[config.mk]
export PLATFORM = sky130hd
export DESIGN_NAME = gated_clk_en_ctrl
export DESIGN_NICKNAME = d
export VERILOG_FILES = /design/src/rtl/icg_pkg.sv /design/src/rtl/gated_clk_dcnt.sv /design/src/rtl/gated_clk_en_ctrl.sv
export SDC_FILE = /design/constraint.sdc
export NUM_CORES = 1
export LEC_CHECK = 0
export ABC_AREA = 1
export BUFFER_PORTS_ARGS = -buffer_cell sky130_fd_sc_hd__buf_2
export CAP_MARGIN = 20
export CORE_MARGIN = 5
export CORE_UTILIZATION = 45
export CTS_CLUSTER_DIAMETER = 40
export DETAILED_ROUTE_END_ITERATION = 10
export PLACE_DENSITY = 0.67
export SKIP_CTS_REPAIR_TIMING = 1
export SYNTH_ARGS = -nofsm -noshare
export SYNTH_HDL_FRONTEND = slang
export SYNTH_SLANG_ARGS = --single-unit
[constraint.sdc]
create_clock -name forever_cpuclk -period 2 [get_ports forever_cpuclk]
set_clock_uncertainty 0.1 [all_clocks]
set_input_delay 0.4 -clock forever_cpuclk [delete_from_list [all_inputs] [get_ports forever_cpuclk]]
set_output_delay 0.4 -clock forever_cpuclk [all_outputs]
set_load 0.02 [all_outputs]
[src/rtl/icg_pkg.sv]
// Shared definitions for the clock-gating enable controller: FSM state
// encodings and the width helper for the hold/latency down-counter.
package icg_pkg;

  typedef enum logic [1:0] {
    ICG_OFF   = 2'b00,
    ICG_WAKE  = 2'b01,
    ICG_ON    = 2'b10,
    ICG_DRAIN = 2'b11
  } icg_state_t;

  // Bits needed to hold the larger of the two counter reload values.
  function automatic int icg_cnt_w(input int idle_hold, input int wake_lat);
    int m;
    m = (idle_hold > wake_lat) ? idle_hold : wake_lat;
    return $clog2(m + 1);
  endfunction

endpackage

[src/rtl/gated_clk_dcnt.sv]
// Loadable down-counter used for the idle-hold and wake-latency timers.
// Load wins over decrement; decrement stops at zero.
module gated_clk_dcnt #(
  parameter int CNT_W = 4
) (
  input  logic             clk,
  input  logic             rst,
  input  logic             load,
  input  logic [CNT_W-1:0] load_val,
  input  logic             dec,
  output logic [CNT_W-1:0] cnt,
  output logic             zero
);

  // Counter register: reset to zero, load has priority over decrement.
  always_ff @(posedge clk) begin
    if (rst) begin
      cnt <= '0;
    end else if (load) begin
      cnt <= load_val;
    end else if (dec && (cnt != '0)) begin
      cnt <= cnt - CNT_W'(1);
    end
  end

  assign zero = (cnt == '0);

endmodule

[src/rtl/gated_clk_en_ctrl.sv]
// Producer of the registered enable for one gated clock cell. Keeps the
// clock running while the unit is active, holds it for IDLE_HOLD idle
// cycles before gating, and wakes on demand with a level ready signal.
module gated_clk_en_ctrl
  import icg_pkg::*;
#(
  parameter int IDLE_HOLD = 8,
  parameter int WAKE_LAT  = 2,
  parameter int PERF_W    = 16
) (
  input  logic              forever_cpuclk,
  input  logic              cpurst,
  input  logic              cp0_yy_clk_en,
  input  logic              pad_yy_icg_scan_en,
  input  logic              busy,
  input  logic              wake_req,
  output logic              wake_ack,
  output logic              module_en,
  output logic [1:0]        clk_state,
  output logic [PERF_W-1:0] perf_gate_cnt
);

  localparam int                CNT_W    = icg_cnt_w(IDLE_HOLD, WAKE_LAT);
  localparam logic [CNT_W-1:0]  IDLE_LD  = CNT_W'(IDLE_HOLD - 1);
  localparam logic [CNT_W-1:0]  WAKE_LD  = CNT_W'(WAKE_LAT - 1);
  localparam logic [PERF_W-1:0] PERF_MAX = '1;

  icg_state_t       state;
  icg_state_t       state_nxt;
  logic             activity;
  logic             force_on;
  logic             keep;
  logic             cnt_load;
  logic [CNT_W-1:0] cnt_load_val;
  logic             cnt_dec;
  logic [CNT_W-1:0] cnt;
  logic             cnt_zero;
  logic             gate_off;

  assign activity = busy | wake_req;
  assign force_on = ~cp0_yy_clk_en | pad_yy_icg_scan_en;
  assign keep     = activity | force_on;

  gated_clk_dcnt #(
    .CNT_W(CNT_W)
  ) u_dcnt (
    .clk      (forever_cpuclk),
    .rst      (cpurst),
    .load     (cnt_load),
    .load_val (cnt_load_val),
    .dec      (cnt_dec),
    .cnt      (cnt),
    .zero     (cnt_zero)
  );

  // State register: reset lands in ON so the unit comes up clocked.
  always_ff @(posedge forever_cpuclk) begin
    if (cpurst) begin
      state <= ICG_ON;
    end else begin
      state <= state_nxt;
    end
  end

  // Next-state and counter control; activity beats expiry in DRAIN.
  always_comb begin
    state_nxt    = state;
    cnt_load     = 1'b0;
    cnt_load_val = '0;
    cnt_dec      = 1'b0;
    gate_off     = 1'b0;
    case (state)
      ICG_ON: begin
        if (!keep) begin
          state_nxt    = ICG_DRAIN;
          cnt_load     = 1'b1;
          cnt_load_val = IDLE_LD;
        end
      end
      ICG_DRAIN: begin
        if (keep) begin
          state_nxt = ICG_ON;
        end else if (cnt_zero) begin
          state_nxt = ICG_OFF;
          gate_off  = 1'b1;
        end else begin
          cnt_dec = 1'b1;
        end
      end
      ICG_OFF: begin
        if (keep) begin
          state_nxt    = ICG_WAKE;
          cnt_load     = 1'b1;
          cnt_load_val = WAKE_LD;
        end
      end
      ICG_WAKE: begin
        // Wake always runs to completion, even if the request goes away.
        if (cnt_zero) begin
          state_nxt = ICG_ON;
        end else begin
          cnt_dec = 1'b1;
        end
      end
      default: state_nxt = ICG_ON;
    endcase
  end

  // Outputs decoded from the state register only, so they are glitch-free.
  always_comb begin
    module_en = (state != ICG_OFF);
    wake_ack  = (state == ICG_ON) || (state == ICG_DRAIN);
    clk_state = state;
  end

  // Saturating count of gate-off events, cleared only by reset.
  always_ff @(posedge forever_cpuclk) begin
    if (cpurst) begin
      perf_gate_cnt <= '0;
    end else if (gate_off && (perf_gate_cnt != PERF_MAX)) begin
      perf_gate_cnt <= perf_gate_cnt + PERF_W'(1);
    end
  end

endmodule

---- Word-level counts from Yosys, hierarchy flattened ----
Cells that the tools add are included.
word-level totals
  output and inout bits ................... 20
  flip-flop bits (word level) ............. 22
cells by class
  bitwise gates (word level) .............. 4
  $add $sub $neg .......................... 2
  multiplexer cells ....................... 20
  reductions and logical operators ........ 9
  equal/unequal tests ..................... 8
operator list
  operator                                                               count
  16-bit by 1-bit adder with 16-bit output, second input constant        1
  16-bit inequality test, second input constant                          1
  2-bit 2-to-1 mux                                                       5
  1-bit 2-to-1 mux                                                       8
  4-bit 2-to-1 mux                                                       2
  2-bit one-hot mux with 4 select lines                                  1
  2-bit inequality test, second input constant                           3
  3-bit one-hot mux with 2 select lines                                  1
  2-bit equality test, second input constant                             2
  4-bit logical NOT                                                      1
  1-bit one-hot mux with 2 select lines                                  2
  4-bit AND reduction                                                    1
  2-bit nonzero test                                                     2
  4-bit nonzero test                                                     1
  4-bit by 1-bit subtractor with 4-bit output, second input constant     1
  3-bit 2-to-1 mux                                                       1
  3-bit inequality test, second input constant                           1
  1-bit OR                                                               3
  2-bit by 1-bit equality test with 1-bit output, second input constant  1
  1-bit logical AND                                                      2
  2-bit logical NOT                                                      1
  1-bit logical OR                                                       1
  1-bit NOT                                                              1

---- Longest topological paths before layout ----
  depth in word-level cells ............... 8
  mapped depth ............................ 11
  mapped depth without buffers ............ 11

---- Modules after synthesis ----
A second synthesis with hierarchy kept.
unflattened totals
  cell total of the unflattened synthesis .. 213
  area, all modules ....................... 1388.8 µm²
by module, submodules not included
  module             instances  cells an instance  sequential area each (µm²)  area each (µm²)
  gated_clk_en_ctrl  1          172                360.3                       1114.8
  gated_clk_dcnt     1          41                 80.1                        274.0

---- Least setup slack after synthesis ----
No wires, ideal clock.
  path type ............................... reg-to-reg
  from .................................... reg perf_gate_cnt[0]
  to ...................................... reg perf_gate_cnt[3]
  slack ................................... 0.281 ns
  arrival ................................. 1.504 ns
  stages on the path, launching flop included .. 10
  library setup time ...................... 0.116 ns
  path buffers ............................ 1
  path through ............................ dfxtp_1 ha_1 nand3_1 inv_1 nand2_2 nor2_4 nor2_4 buf_6 a21oi_1 nor2_1
between the ends
  longest elaborated chain between the ends .. 2
ends and longest elaborated chain
  what                                                                              line                      text
  from (decl)                                                                       gated_clk_en_ctrl.sv:20   output logic [PERF_W-1:0] perf_gate_cnt
  from (signal assigned)                                                            gated_clk_en_ctrl.sv:121  perf_gate_cnt <= perf_gate_cnt + PERF_W'(1);
  branches (longest 2 deep; another with 16-bit by 1-bit adder with 16-bit output)  -
Several ways; the timed one is not identified.
A chain may end at the register's enable or synchronous reset.

---- Worst setup path after layout ----
  from .................................... reg perf_gate_cnt[0]
  to ...................................... reg perf_gate_cnt[10]
The elaborated chain is that of the path after synthesis.

==> impl_metrics.json <==
{
  "synth.cell_area_um2": 1390,
  "max-slew-margin-rel_pct": 75.8,
  "p_per_area_nw_per_um2": 676,
  "setup_viol": 0,
  "grt_max_degree": 23,
  "start_util_pct": 46.1,
  "tightest_slew_ns": 0.362,
  "finalPower_mw": 1.05,
  "numPortBuffers": 25,
  "yosys_warnings": 0,
  "fin_area_um2": 1550,
  "cts_tree": "built",
  "grt_pass1_wl_mm": 5.18,
  "h-tree-depth": 1,
  "clock_latency_ns": 0.31,
  "fin_setup_tns_ns": 0,
  "p_leak_nw": 0.718,
  "synth_area_per_cell_um2": 6.21,
  "grt_overflow": 0,
  "synthCells": 223,
  "drc_errors": 0,
  "hold_viol": 0,
  "path_class": "reg2reg",
  "io_pins": 26,
  "clkSinkCount": 22,
  "vias_per_cell": 4.85,
  "drt-pass1-iter-count": 4,
  "max_freq_mhz": 574,
  "wl_per_cell_um": 10.7,
  "syn2layout_area_growth_pct": 12.0,
  "dp_hpwl_mm": 2.27,
  "crit_arrival_ns": 1.85,
  "synth_seq_cells": 22,
  "ant_nets": 0,
  "core_um2": 3000,
  "grt_antenna_before_repair": 0,
  "globalplace.congestion": 0.857,
  "cts.clk_slew.worst_paths_ns": 0.12,
  "post-route-min-period_ns": 1.74,
  "crit_path_end_kind": "flop",
  "setup_ws_ns": 0.257,
  "dp_cells": 276,
  "layout_worst_path_cycle_share_pct": 87.2,
  "nNetsFinal": 256,
  "num_vias": 1354,
  "layout_common_cells": "78 x nand2_1, 29 x nor2_1, 28 x inv_1",
  "placed_cell_area_um2": 1530,
  "status": "finished, final reports clean",
  "cap_violations": 0,
  "hold-worst-slack_ns": 0.324,
  "grt_usage_pct": 15.3,
  "rows": 20,
  "start_kind": "flop",
  "ys_types": 24,
  "die_y_um": 65.5,
  "ir_worst_vdd_mv": 0.452,
  "dieArea_um2": 4290,
  "grt_pass1_vias": 1161,
  "wl_mm": 2.99,
  "rsz0062_at_grt": "false",
  "fin_cells": 279,
  "worstPathRequired_ns": 2.11,
  "cts-buffers-inserted": 3,
  "mostFrequentLayoutCell": "nand2_1",
  "cp_max_fo": 22,
  "diodes": 0,
  "hold_class": "in2reg",
  "layout-drive-gt1-share_pct": 15.0,
  "clockRootBuffer": "clkbuf_4",
  "drt_iter0_drc": 56,
  "cts_buffer_depth": 2,
  "fin_util_pct": 51.7,
  "syn_nets": 231,
  "die_w_um": 65.5,
  "ys_seq_area_share_pct": 31.8,
  "pre_cts_ws_ns": 0.261,
  "finalMaxSlewViolations": 0
}
-- path summary, 6_finish.rpt --
path	cells after the start	to	slack (ns)	startpoint
worst max-delay path	9	perf_gate_cnt[10]$_SDFFE_PP0P_	0.26	perf_gate_cnt[0]$_SDFFE_PP0P_
worst min-delay path	2	perf_gate_cnt[8]$_SDFFE_PP0P_	0.32	cpurst
worst max register to register	9	perf_gate_cnt[10]$_SDFFE_PP0P_	0.26	perf_gate_cnt[0]$_SDFFE_PP0P_
worst min register to register	2	perf_gate_cnt[15]$_SDFFE_PP0P_	0.43	perf_gate_cnt[15]$_SDFFE_PP0P_
-- flip-flops by register name, summed over array words and instances, names as in the netlist --
signal,cells
u_dcnt.cnt,4
clk_state,2
perf_gate_cnt,16
-- layer usage --
layer	routed length, um	global-route usage (%)
met2	1400	24.1
met5	0	0
met1	1480	20.0
met4	10	4.66
met3	95	4.44
-- where the power goes --
group	switching (mW)	leakage [nW]	total, mW	internal (mW)
Combinational	0.211	0.526	0.336	0.125
Sequential	0.0383	0.178	0.511	0.472
Clock	0.132	0.0138	0.202	0.0704
-- critical path: stages, from the launching register on --
cell	delay [ns]
dfxtp_1	0.42
ha_1	0.25
nand3_1	0.09
inv_1	0.15
nand2_2	0.10
nor2_4	0.14
nor2_4	0.05
buf_12	0.15
a21oi_1	0.13
nor2_1	0.06
-- cells in the mapped netlist --
cell type  count  area [um2]
clkbuf_1       2        7.51
nor2_1        29         109
xor2_1         1        8.76
o21ai_0        2        10.0
nand3_2        1        10.0
o21ai_1        1        5.00
a21oi_1       17        85.1
nand3b_1       2        15.0
buf_4          1        7.51
dfxtp_1       22         440
xnor2_1        3        26.3
ha_1           2        25.0
nand2_2        1        6.26
nand3b_4       1        20.0
nor3_1         1        5.00
inv_1         28         105
nand4_1        5        31.3
and3_1         1        6.26
buf_2          1        5.00
nand3_1       17        85.1
nand2_4        1        11.3
nand2_1       78         293
nor2_4         4        45.0
buf_6          2        22.5
-- area by class of cell --
class,count,area (um2)
Timing Repair Buffer,26,145
Fill cell,329,1450
Inverter,28,105
Sequential cell,22,440
Tap cell,33,41.3
Clock buffer,3,22.5
Multi-Input combinational cell,167,797
-- cells by family (layout without fill, tap and decap cells) --
kind of cell | after synthesis | after routing | share of synthesized area (%)
compound gates | 20 | 20 | 7.23
xor+xnor | 4 | 4 | 2.53
fa+ha+maj | 2 | 2 | 1.81
buf+inv | 34 | 57 | 10.7
flops | 22 | 22 | 31.8
simple gates | 141 | 141 | 46.0
(Power assumes the default switching activity.)
